==> src/rtl/bcd_pkg.sv <==
`default_nettype none
// +----------------------------------------------------------------------+
// | Package  : bcd_pkg                                                   |
// | Purpose  : Shared types and constants for the digit-serial BCD       |
// |            add/sub datapath: controller state encoding, digit width, |
// |            BCD constants and a 9's complement helper.                |
// | Revision : 1.0 - initial release                                     |
// +----------------------------------------------------------------------+
package bcd_pkg;

  localparam int DIGIT_W = 4;

  localparam logic [DIGIT_W-1:0] BCD_ZERO = 4'd0;
  localparam logic [DIGIT_W-1:0] BCD_NINE = 4'd9;

  typedef enum logic [1:0] {
    IDLE = 2'd0,
    CALC = 2'd1,
    FIX  = 2'd2,
    DONE = 2'd3
  } state_t;

  // 9's complement of one BCD digit; non-BCD inputs simply wrap.
  function automatic logic [DIGIT_W-1:0] nines_comp(input logic [DIGIT_W-1:0] d);
    return BCD_NINE - d;
  endfunction

endpackage
`default_nettype wire

==> src/rtl/add_sub.sv <==
`default_nettype none
// +----------------------------------------------------------------------+
// | Module   : add_sub                                                   |
// | Purpose  : Single-digit BCD add/subtract cell. With m=1 operand b is |
// |            replaced by its 9's complement, so a 10's complement      |
// |            subtract is obtained by also setting cin=1.               |
// | Ports    : a, b  - BCD digit operands                                |
// |            cin   - decimal carry in                                  |
// |            m     - 0 = add, 1 = complement b                         |
// |            f     - BCD sum digit                                     |
// |            cout  - decimal carry out                                 |
// | Revision : 1.0 - initial release                                     |
// +----------------------------------------------------------------------+
module add_sub
  import bcd_pkg::*;
(
  input  logic [DIGIT_W-1:0] a,
  input  logic [DIGIT_W-1:0] b,
  input  logic               cin,
  input  logic               m,
  output logic [DIGIT_W-1:0] f,
  output logic               cout
);

  logic [DIGIT_W-1:0] w_b_eff;
  logic [DIGIT_W:0]   w_sum;
  logic [DIGIT_W:0]   w_sum_adj;

  assign w_b_eff   = m ? nines_comp(b) : b;
  assign w_sum     = {1'b0, a} + {1'b0, w_b_eff} + {{DIGIT_W{1'b0}}, cin};
  // Subtracting ten is the same as the classic +6 correction modulo 16.
  assign w_sum_adj = w_sum - 5'd10;
  assign cout      = (w_sum > 5'd9);
  assign f         = cout ? w_sum_adj[DIGIT_W-1:0] : w_sum[DIGIT_W-1:0];

endmodule
`default_nettype wire

==> src/rtl/bcd_serial_addsub.sv <==
`default_nettype none
// +----------------------------------------------------------------------+
// | Module   : bcd_serial_addsub                                         |
// | Purpose  : Digit-serial NDIG-digit BCD adder/subtractor. Operands    |
// |            are latched on start and fed LSD first through a single   |
// |            add_sub cell, one digit per clock. A negative difference  |
// |            is recomplemented in a second pass to give sign-magnitude.|
// | Ports    : clk, rst     - clock, synchronous active-high reset       |
// |            start, op_m  - request (when ready) and 0=add / 1=sub     |
// |            a_in, b_in   - packed BCD operands, digit 0 in [3:0]      |
// |            ready, busy  - IDLE / CALC-or-FIX status                  |
// |            done         - one-cycle result-valid pulse               |
// |            result, sign - packed BCD magnitude and negative flag     |
// |            overflow     - final decimal carry of an add              |
// | Revision : 1.0 - initial release                                     |
// +----------------------------------------------------------------------+
module bcd_serial_addsub
  import bcd_pkg::*;
#(
  parameter int NDIG = 4
) (
  input  logic                    clk,
  input  logic                    rst,
  input  logic                    start,
  input  logic                    op_m,
  input  logic [NDIG*DIGIT_W-1:0] a_in,
  input  logic [NDIG*DIGIT_W-1:0] b_in,
  output logic                    ready,
  output logic                    busy,
  output logic                    done,
  output logic [NDIG*DIGIT_W-1:0] result,
  output logic                    sign,
  output logic                    overflow
);

  localparam int W     = NDIG * DIGIT_W;
  localparam int IDX_W = (NDIG > 1) ? $clog2(NDIG) : 1;

  localparam logic [IDX_W-1:0] c_last_idx = IDX_W'(NDIG - 1);
  localparam logic [IDX_W-1:0] c_idx_one  = IDX_W'(1);

  state_t             r_state;
  logic [W-1:0]       r_a;
  logic [W-1:0]       r_b;
  logic               r_m;
  logic [IDX_W-1:0]   r_idx;
  logic               r_carry;
  logic [W-1:0]       r_result;
  logic               r_sign;
  logic               r_overflow;
  logic               r_done;
  logic               r_ready;
  logic               r_busy;

  logic [DIGIT_W-1:0] w_a_dig;
  logic [DIGIT_W-1:0] w_b_dig;
  logic [DIGIT_W-1:0] w_res_dig;
  logic [DIGIT_W-1:0] w_cell_a;
  logic [DIGIT_W-1:0] w_cell_b;
  logic               w_cell_m;
  logic               w_is_fix;
  logic [DIGIT_W-1:0] w_f;
  logic               w_cout;

  assign w_a_dig   = r_a[r_idx*DIGIT_W +: DIGIT_W];
  assign w_b_dig   = r_b[r_idx*DIGIT_W +: DIGIT_W];
  assign w_res_dig = r_result[r_idx*DIGIT_W +: DIGIT_W];

  // The recomplement pass computes 0 - result (10's complement) digit by
  // digit, reusing the same cell with the latched operands swapped out.
  assign w_is_fix  = (r_state == FIX);
  assign w_cell_a  = w_is_fix ? BCD_ZERO  : w_a_dig;
  assign w_cell_b  = w_is_fix ? w_res_dig : w_b_dig;
  assign w_cell_m  = w_is_fix ? 1'b1      : r_m;

  add_sub u_add_sub (
    .a    (w_cell_a),
    .b    (w_cell_b),
    .cin  (r_carry),
    .m    (w_cell_m),
    .f    (w_f),
    .cout (w_cout)
  );

  always_ff @(posedge clk) begin
    if (rst) begin
      r_state    <= IDLE;
      r_a        <= '0;
      r_b        <= '0;
      r_m        <= 1'b0;
      r_idx      <= '0;
      r_carry    <= 1'b0;
      r_result   <= '0;
      r_sign     <= 1'b0;
      r_overflow <= 1'b0;
      r_done     <= 1'b0;
      r_ready    <= 1'b1;
      r_busy     <= 1'b0;
    end else begin
      r_done <= 1'b0;
      case (r_state)
        IDLE: begin
          if (start) begin
            r_a        <= a_in;
            r_b        <= b_in;
            r_m        <= op_m;
            r_idx      <= '0;
            // A subtract starts with CIN=1 to turn 9's into 10's complement.
            r_carry    <= op_m;
            r_sign     <= 1'b0;
            r_overflow <= 1'b0;
            r_ready    <= 1'b0;
            r_busy     <= 1'b1;
            r_state    <= CALC;
          end
        end

        CALC: begin
          r_result[r_idx*DIGIT_W +: DIGIT_W] <= w_f;
          r_carry <= w_cout;
          if (r_idx == c_last_idx) begin
            if (!r_m) begin
              r_overflow <= w_cout;
              r_busy     <= 1'b0;
              r_done     <= 1'b1;
              r_state    <= DONE;
            end else if (w_cout) begin
              // Carry out of a 10's complement subtract means A >= B.
              r_sign  <= 1'b0;
              r_busy  <= 1'b0;
              r_done  <= 1'b1;
              r_state <= DONE;
            end else begin
              r_sign  <= 1'b1;
              r_idx   <= '0;
              r_carry <= 1'b1;
              r_state <= FIX;
            end
          end else begin
            r_idx <= r_idx + c_idx_one;
          end
        end

        FIX: begin
          r_result[r_idx*DIGIT_W +: DIGIT_W] <= w_f;
          r_carry <= w_cout;
          if (r_idx == c_last_idx) begin
            r_busy  <= 1'b0;
            r_done  <= 1'b1;
            r_state <= DONE;
          end else begin
            r_idx <= r_idx + c_idx_one;
          end
        end

        DONE: begin
          r_ready <= 1'b1;
          r_state <= IDLE;
        end

        default: begin
          r_ready <= 1'b1;
          r_busy  <= 1'b0;
          r_state <= IDLE;
        end
      endcase
    end
  end

  assign ready    = r_ready;
  assign busy     = r_busy;
  assign done     = r_done;
  assign result   = r_result;
  assign sign     = r_sign;
  assign overflow = r_overflow;

endmodule
`default_nettype wire

==> config.mk <==
export PLATFORM = sky130hd
export DESIGN_NAME = bcd_serial_addsub
export DESIGN_NICKNAME = d
export VERILOG_FILES = /design/src/rtl/bcd_pkg.sv /design/src/rtl/add_sub.sv /design/src/rtl/bcd_serial_addsub.sv
export SDC_FILE = /design/constraint.sdc
export NUM_CORES = 1
export LEC_CHECK = 0
export CAP_MARGIN = 20
export CORE_MARGIN = 2
export CORE_UTILIZATION = 52
export DETAILED_ROUTE_END_ITERATION = 8
export GPL_TIMING_DRIVEN = 1
export PLACE_DENSITY_LB_ADDON = 0.3
export RECOVER_POWER = 100
export SYNTH_ARGS = -nofsm -noshare
export SYNTH_HDL_FRONTEND = slang
export SYNTH_SLANG_ARGS = --single-unit
==> constraint.sdc <==
create_clock -name clk -period 5.34 [get_ports clk]
set_clock_uncertainty 0.05 [all_clocks]
set_input_delay 0.534 -clock clk [delete_from_list [all_inputs] [get_ports clk]]
set_output_delay 0.534 -clock clk [all_outputs]
set_load 0.02 [all_outputs]
# After elaboration in Yosys (flattened, before gate mapping)
# Cells that the tools add are included.
[op_classes] muxes=42 n_addsub=6 shift=5 eq_ne=13 n_lt_le_gt_ge=1 n_reduce_logical=13
[ops] operator="$shiftx 16x5->4" n=3
[ops] operator="$neg 4->34" n=1
[ops] operator="$shift 4x34->16 const A" n=1
[ops] operator="$shiftx 4x34->16" n=1
[ops] operator="$mux 1" n=21
[ops] operator="$bwmux 16" n=1
[ops] operator="$mux 2" n=8
[ops] operator="$mux 4" n=4
[ops] operator="$ne 2x2->1 const B" n=5
[ops] operator="$reduce_and 5->1" n=2
[ops] operator="$pmux 1 s2" n=4
[ops] operator="$pmux 2 s4" n=1
[ops] operator="$reduce_and 4->1" n=2
[ops] operator="$eq 2x2->1 const B" n=3
[ops] operator="$ne 3x3->1 const B" n=2
[ops] operator="$pmux 1 s3" n=2
[ops] operator="$pmux 2 s3" n=1
[ops] operator="$reduce_and 2->1" n=3
[ops] operator="$add 4x4->5" n=1
[ops] operator="$add 5x1->5" n=1
[ops] operator="$gt 5x4->1 const B" n=1
[ops] operator="$reduce_bool 2->1" n=2
[ops] operator="$sub 4x4->4 const A" n=1
[ops] operator="$sub 4x4->4 const B" n=1
[ops] operator="other kinds (8)" n=8
[totals] word_cells=92 in_bits=36 register_bits=59 out_inout_bits=21

# Logic depth before layout (Yosys ltp)
# Gate-level depths: netlist of the first run.
[logic_depth] ltp_word=11 ltp_mapped=16

# Cells and area by module
# From an unflattened synthesis of the first run, not the netlist that was laid out.
[unflattened] cells_unflattened=351 area_unflattened_um2=3135.5
[by_module_without_submodules] mod="bcd_serial_addsub" seq_area_each_um2=1181.1 area_per_inst_um2=2857.7 cells_per_inst=316 instances=1
[by_module_without_submodules] mod="add_sub" seq_area_each_um2=0.0 area_per_inst_um2=277.8 cells_per_inst=35 instances=1

# Least setup slack after synthesis of the first run
# No wires, ideal clock.
[synth_path] path_kind="reg2reg" from="register r_idx[0]" to="register r_busy (netlist: busy)" arrival_ps=3914 synth_period_minus_slack_ps=4085 stages_incl_launch_ff=16 path_buffers=2 path_slack_ps=1255 required_time_ps=5169 path_cell_list="dfxtp_1 > buf_2 > buf_1 > mux4_2 > nand2_1 > nand2_1 > inv_1 > ha_1 > nor2_1 > a21oi_1 > ha_1 > or2_1 > o311a_1 > o41a_1 > a311oi_1 > mux2_2"
[synth_via] elab_chain_cells=9
[synth_rtl] element="start, declared" line_no="bcd_serial_addsub.sv:46" text="logic [IDX_W-1:0] r_idx;"
[synth_rtl] element="start signal, assigned" line_no="bcd_serial_addsub.sv:140" text="r_idx <= r_idx + c_idx_one;"
[synth_rtl] element="start signal, assigned" line_no="bcd_serial_addsub.sv:152" text="r_idx <= r_idx + c_idx_one;"
[synth_rtl] element="$shiftx 16x5->4 (on tied branches)" line_no="bcd_serial_addsub.sv:66, bcd_serial_addsub.sv:67"
[synth_rtl] element="$mux 4" line_no="bcd_serial_addsub.sv:73" text="assign w_cell_b = w_is_fix ? w_res_dig : w_b_dig;"
[synth_rtl] element="$sub 4x4->4" line_no="bcd_pkg.sv:25" text="return BCD_NINE - d;"
[synth_rtl] element="$mux 4" line_no="add_sub.sv:29" text="assign w_b_eff = m ? nines_comp(b) : b;"
[synth_rtl] element="$add 4x4->5" line_no="add_sub.sv:30" text="assign w_sum = {1'b0, a} + {1'b0, w_b_eff} + {{DIGIT_W{1'b0}}, cin};"
[synth_rtl] element="$add 5x1->5" line_no="add_sub.sv:30"
[synth_rtl] element="$gt 5x4->1" line_no="add_sub.sv:33" text="assign cout = (w_sum > 5'd9);"
[synth_rtl] element="$ne 3x2->1 (no source line)"
[synth_rtl] element="$reduce_and 5->1 (no source line) (*)"
[synth_rtl] element="end signal, assigned" line_no="bcd_serial_addsub.sv:98" text="r_busy <= 1'b0;"
[synth_rtl] element="end signal, assigned" line_no="bcd_serial_addsub.sv:113" text="r_busy <= 1'b1;"
[synth_rtl] element="end signal, assigned" line_no="bcd_serial_addsub.sv:124" text="r_busy <= 1'b0;"
[synth_rtl] element="end, declared" line_no="bcd_serial_addsub.sv:53" text="logic r_busy;"
# Mark *: on every way between the ends. The rest lies on a longest branch, timed or not.
# A chain may end at the register's enable or synchronous reset.

# Worst setup path in the final report of the first run
[layout_path] from="register r_state[0]" to="register r_busy (netlist: busy)"
[layout_via] elab_chain_cells=9
[layout_rtl] element="start, declared" line_no="bcd_serial_addsub.sv:42" text="state_t r_state;"
[layout_rtl] element="start signal, assigned" line_no="bcd_serial_addsub.sv:87" text="r_state <= IDLE;"
[layout_rtl] element="start signal, assigned" line_no="bcd_serial_addsub.sv:114" text="r_state <= CALC;"
[layout_rtl] element="start signal, assigned" line_no="bcd_serial_addsub.sv:126" text="r_state <= DONE;"
[layout_rtl] element="$eq 2x2->1" line_no="bcd_serial_addsub.sv:71, bcd_serial_addsub.sv:101"
[layout_rtl] element="$mux 4" line_no="bcd_serial_addsub.sv:73"
[layout_rtl] element="$sub 4x4->4" line_no="bcd_pkg.sv:25"
[layout_rtl] element="$mux 4" line_no="add_sub.sv:29"
[layout_rtl] element="$add 4x4->5" line_no="add_sub.sv:30"
[layout_rtl] element="$add 5x1->5" line_no="add_sub.sv:30"
[layout_rtl] element="$gt 5x4->1" line_no="add_sub.sv:33"
[layout_rtl] element="$ne 3x2->1 (no source line)"
[layout_rtl] element="$reduce_and 5->1 (no source line)"
# Parallel ways exist; a longest one is shown, timed or not.

==> results.json, run 1 <==
{
  "layout_worst_path_cycle_share_pct": 80.18,
  "drive_gt1_share_pct": 7.543,
  "hold_ws_ps": 409.3,
  "netSwitchingPower_uw": 822.8,
  "violations": "capacitance limit, slew limit",
  "grt.total_usage_pct": 24.91,
  "synth_top_cell_by_area": "dfxtp_1",
  "ys_seq_area_share_pct": 39.20,
  "yosys-top-cells-area": "dfxtp_1, nand2_1, a21oi_1",
  "cts_hold_buf": 0,
  "gr-total-overflow": 0,
  "die_x_um": 80.12,
  "vias": 2792,
  "synthFlopType": "dfxtp_1",
  "p_leak_uw": 0.001527,
  "cp-start-kind": "flop",
  "wirelength_mm": 7.594,
  "gp_congestion": 0.8940,
  "slew_viol_final": 55,
  "cts_made_buffers": 9,
  "layout_min_cycle_time_ps": 4282,
  "powerDensity_mw_per_mm2": 515.8,
  "routed_via_density": 5.781,
  "h-tree-depth": 3,
  "syn_avg_cell_area_um2": 8.463,
  "clkSlewWorstSetupHoldPaths_ps": 70,
  "synth-seq-cells": 59,
  "synth-xor-area-share_pct": 1.163,
  "synth_top_family_by_area": "simple AND/OR/NAND/NOR gates",
  "hold_class": "reg2reg",
  "drv_cap": 1,
  "rsz0062_at_grt": "false",
  "fp.dieArea_mm2": 0.006419,
  "synthDistinctLibCells": 45,
  "hold_violations": 0,
  "async_flop_share_pct": 0,
  "syn_nets": 407,
  "syn-instance-count": 356,
  "first_pass_iters": 5,
  "post-cts-setup-buffers": 0,
  "rows": 27,
  "clkPwrFrac_pct": 24.1,
  "seq_power_share_pct": 28.9,
  "cts.repair.resized": 0,
  "antenna_found_initial": 0,
  "grt_max_degree": 55,
  "dr.first_iter.drc_count": 244,
  "worst_pin_slew_ps": 2319,
  "area_growth_pct": 27.95,
  "drc": 0,
  "clkSinkCount": 59,
  "core-area_mm2": 0.005540,
  "synth_compound_area_share_pct": 17.77,
  "grt_pass1_vias": 2489,
  "synth-simple-area-share_pct": 19.85,
  "crit_fanout": 13,
  "io_pins": 57,
  "crit_type": "reg2reg",
  "status": "finished with violations",
  "cp_data_required_time_ps": 5520,
  "grt_pass1_wl_mm": 12.05,
  "power.share.combinational_pct": 47.0,
  "wire_per_inst_um": 15.72,
  "synth_mux_area_share_pct": 11.25,
  "synth_area_mm2": 0.003013,
  "p_sw_share_pct": 41.38,
  "cts_root_buf": "clkbuf_8",
  "antenna_cells": 0,
  "setup.worst_path.end_class": "flop",
  "start_util_pct": 54.38,
  "yosys_warnings": 0,
  "ir_drop_mv": 0.3155,
  "place_hpwl_mm": 5.427,
  "arrival_ps": 4460,
  "slew_headroom_pct": -54.63,
  "p_int_uw": 1166,
  "synth_edf_count": 0,
  "chipHeight_um": 80.12,
  "final_nets": 457,
  "tns_ps": 0,
  "portBuffers": 56,
  "max_freq_mhz": 233.6,
  "clk_latency_ps": 350,
  "drtAntennaViolNets": 0,
  "final-setup-viol-count": 0,
  "synth_fa_ha_area_share_pct": 6.728,
  "cts_tree": "done",
  "synth_top_cell_area_share_pct": 39.20,
  "clock_path_buffers": 2
}
[cells by family after synthesis]
| family | after synthesis |
|---|---|
| and+or+nand+nor | 139 |
| adders and majority gates | 15 |
| xor gates and xnor gates | 4 |
| AOI/OAI and AO/OA | 87 |
| buffers and inverters | 32 |
| muxes | 20 |
| DFF | 59 |
[critical path: stages (launching register included)]
cell       delay [ps]
dfxtp_1           350
inv_1             120
ha_1              530
mux4_2            390
mux2i_1           200
xnor2_1           120
fa_1              440
fa_1              510
a2bb2oi_1         190
nor2_1             90
o41a_1            470
a311oi_1          350
mux2_2            370
[synth_stat cells, types with 2 or more instances]
cell      count
nand2_1      85
dfxtp_1      59
a21oi_1      50
nor2_1       24
clkbuf_1     15
ha_1         13
inv_1        11
mux4_2       11
o21ai_0       9
mux2i_1       8
a32o_1        6
nand3_1       5
nor2b_1       5
buf_1         4
nand2b_1      4
o31ai_1       4
a22o_1        3
and2_1        3
o41ai_1       3
a211oi_1      2
a311oi_1      2
a31oi_1       2
fa_1          2
nand4_1       2
or4_1         2
xnor2_1       2
xor2_1        2
[routing by layer]
layer	part of all wire, %	GRT usage [%]	up-vias	wire length [um]
met3	7.3	5.955	14	553
li1	-	-	1346	-
met1	43	33.50	1324	3258
met5	0	0	-	0
met4	1.5	9.153	0	113
met2	48	39.00	108	3669
[layout by cell type, fill, tap and decap left out, drive strengths merged, types with 3 or more instances in the layout]
cell,n
dlygate4sd3,21
nand3,5
mux2i,8
inv,12
clkbuf,13
ha,13
mux4,11
o21ai,9
a32o,6
o31ai,4
dfxtp,59
a21oi,50
o41ai,3
clkdlybuf4s50,34
a22o,3
and2,3
nor2,24
nor2b,5
nand2b,4
nand2,85
[power by group through the flow]
stage	sequential (uW)	clock, uW	combinational, uW
floorplan	574	0	668
global placement	579	0	873
detailed placement	582	0	895
CTS	573	480	903
global route	583	503	1030
finish	575	479	935
[layout make-up]
type / instances / area [um^2]
Fill cell: 451 / 1685
Timing Repair Buffer: 59 / 593.1
Tap cell: 72 / 90.09
Inverter: 12 / 45.04
Clock inverter: 5 / 83.83
Sequential cell: 59 / 1181
Clock buffer: 11 / 151.4
Multi-Input combinational cell: 265 / 1710
[registers in the layout (all words and copies together), names as in the netlist]
register and count:
result 16, sign 1, r_a 16, ready 1
r_state 2, busy 1, r_carry 1, r_b 16
r_idx 2, r_m 1, done 1, overflow 1
[through the flow]
stage / setup slack [ps] / power, uW / instance area (um^2) / utilization [%] / instances
6_report: 1058 / 1988 / 3855 / 69.58 / 483
5_1_grt: 842.6 / 2114 / 3855 / 69.58 / 483
4_1_cts: 1082 / 1956 / 3825 / 69.04 / 481
3_5_place_dp: 1132 / 1477 / 3590 / 64.79 / 465
3_3_place_gp: 1255 / 1452 / 3590 / 64.79 / 465
2_1_floorplan: 1255 / 1241 / 3013 / - / 356
[worst paths after layout]
check	from	endpoint	slack [ps]	cells past startpoint
setup reg to reg	r_state[0]$_SDFFE_PP0P_	busy$_SDFFE_PP0P_	1060	12
setup / recovery	r_state[0]$_SDFFE_PP0P_	busy$_SDFFE_PP0P_	1060	12
hold reg to reg	r_a[1]$_SDFFE_PP0P_	r_a[1]$_SDFFE_PP0P_	410	2
hold / removal	r_a[1]$_SDFFE_PP0P_	r_a[1]$_SDFFE_PP0P_	410	2
(Power assumes the default switching activity.)
==> run 2, diff against run 1 <==
Clock period 5.34 ns to 4.3 ns, I/O delays scaled along.
==> results.json, run 2 (same netlist as run 1, synthesis figures left out) <==
{
  "p_sw_share_pct": 42.97,
  "fin_total_pwr_uw": 2394,
  "final_nets": 460,
  "antenna_cells": 0,
  "status": "finished clean",
  "die_x_um": 80.12,
  "start_util_pct": 54.38,
  "slew_viol_final": 0,
  "hold_ws_ps": 410.7,
  "crit_path_frequent_cell": "fa_1",
  "antenna_found_initial": 0,
  "grt_pass1_wl_mm": 12.62,
  "dr.first_iter.drc_count": 250,
  "cts_made_buffers": 9,
  "place_ws_ps": -0.2194,
  "drtAntennaViolNets": 0,
  "gp_congestion": 0.8581,
  "path_buf_inv": 1,
  "worst_pin_slew_ps": 1335,
  "grt_max_degree": 55,
  "first_pass_iters": 5,
  "gr-total-overflow": 0,
  "ir_drop_mv": 0.3302,
  "area_growth_pct": 27.45,
  "rsz0062_at_grt": "false",
  "rows": 27,
  "seq_power_share_pct": 29.8,
  "grt.total_usage_pct": 25.97,
  "powerDensity_mw_per_mm2": 623.4,
  "drive_gt1_share_pct": 8.454,
  "cp.depth": 12,
  "h-tree-depth": 3,
  "post-cts-setup-buffers": 0,
  "io_pins": 57,
  "crit_fanout": 13,
  "drv_cap": 0,
  "drc": 0,
  "power.share.combinational_pct": 48.9,
  "cp-start-kind": "flop",
  "grt_pass1_vias": 2621,
  "wire_per_inst_um": 16.51,
  "clock_path_buffers": 2,
  "final.setup.worst_slack_ps": 236.6,
  "hold_violations": 0,
  "max_freq_mhz": 246.1,
  "clkSinkCount": 59,
  "endpoint": "busy$_SDFFE_PP0P_",
  "cp_data_required_time_ps": 4480,
  "arrival_ps": 4250,
  "critPathLaunch": "r_state[0]$_SDFFE_PP0P_",
  "crit_type": "reg2reg",
  "final_cell_mix": "nand2_1, dfxtp_1, a21oi_1, clkdlybuf4s50_1, nor2_1",
  "layout_commonest_cell": "nand2_1",
  "clkSlewWorstSetupHoldPaths_ps": 70,
  "clkPwrFrac_pct": 21.2,
  "layout_min_cycle_time_ps": 4063,
  "cts_root_buf": "clkbuf_8",
  "final-setup-viol-count": 0,
  "fin_util_pct": 69.31,
  "netSwitchingPower_uw": 1029,
  "vias": 2857,
  "hold_class": "reg2reg",
  "rr_endpoint": "busy$_SDFFE_PP0P_",
  "crit_chain": "inv_1 -> ha_4 -> mux4_2 -> mux2i_1 -> xnor2_1 -> fa_1 -> fa_1 -> a2bb2oi_1 -> nor2_1 -> o41a_1 -> a311oi_1 -> mux2_2",
  "timing.rr.start": "r_state[0]$_SDFFE_PP0P_",
  "clk_latency_ps": 350,
  "chipHeight_um": 80.12,
  "core-area_mm2": 0.005540,
  "max_stage_delay_ps": 510,
  "fp.dieArea_mm2": 0.006419,
  "place_hpwl_mm": 5.611,
  "layout_worst_path_cycle_share_pct": 94.50,
  "setup.worst_path.end_class": "flop",
  "crit_family": "adder cells",
  "p_int_uw": 1365,
  "reg2reg_slack_ps": 240,
  "p_leak_uw": 0.001521,
  "cts_tree": "done",
  "r2r_cells": 12,
  "slowest_stage": "fa_1",
  "slew_headroom_pct": 10.99,
  "routed_via_density": 5.879,
  "wirelength_mm": 8.024,
  "portBuffers": 56
}
==> run 2: stage by stage <==
step | instance area [um^2] | std cells | TNS [ps]
after floorplan | 3013 | 356 | 0
after global placement | 3612 | 468 | 0
after detailed placement | 3612 | 468 | -0.2194
after CTS | 3810 | 484 | 0
after global routing | 3840 | 486 | 0
final | 3840 | 486 | 0
==> run 2: worst min-delay path by stage <==
stage          cells past startpoint  slack, ps            startpoint                   end
2_1_floorplan                      2        380   r_a[1]$_SDFFE_PP0P_   r_a[1]$_SDFFE_PP0P_
3_3_place_gp                       2        390   r_a[1]$_SDFFE_PP0P_   r_a[1]$_SDFFE_PP0P_
3_5_place_dp                       2        400   r_a[2]$_SDFFE_PP0P_   r_a[2]$_SDFFE_PP0P_
4_1_cts                            2        410   r_a[2]$_SDFFE_PP0P_   r_a[2]$_SDFFE_PP0P_
5_1_grt                            2        430   r_b[0]$_SDFFE_PP0P_   r_b[0]$_SDFFE_PP0P_
6_report                           2        410  r_a[13]$_SDFFE_PP0P_  r_a[13]$_SDFFE_PP0P_
==> run 2: final cells by class <==
class	count	area [um^2]
Clock inverter	4	50.05
Tap cell	72	90.09
Multi-Input combinational cell	265	1723
Clock buffer	12	145.1
Fill cell	488	1700
Sequential cell	59	1182
Inverter	12	45.04
Timing Repair Buffer	62	604.3
==> run 2: worst reg2reg max path, delay by kind of cell (launching register included) <==
family	cells	cell delay [ps]
adders and majority gates	3	1240
AOI/OAI and AO/OA	3	1020
xor gates and xnor gates	1	130
and+or+nand+nor	1	80
buffers and inverters	1	150
DFF	1	350
muxes	3	930
==> run 2: layer usage <==
layer | vias to the layer above | routed length, um | track usage (%)
met5 | - | 0 | 0
met4 | 0 | 215 | 12.03
met3 | 27 | 702 | 6.629
met2 | 141 | 3842 | 42.00
met1 | 1333 | 3264 | 32.43
li1 | 1356 | - | -
==> run 2: power groups by stage <==
| stage | Combinational (uW) | Clock, uW | Sequential (uW) |
|---|---|---|---|
| 6_report | 1170 | 508 | 714 |
| 5_1_grt | 1290 | 535 | 723 |
| 4_1_cts | 1130 | 511 | 709 |
| 3_5_place_dp | 1120 | 0 | 720 |
| 3_3_place_gp | 1090 | 0 | 715 |
| 2_1_floorplan | 829 | 0 | 712 |
==> run 2: timing repair <==
action                     in CTS  in global routing
gates resized for setup         1                  2
cloned                          0                  0
setup endpoints to repair       1                  2
hold buffers                    0                  0
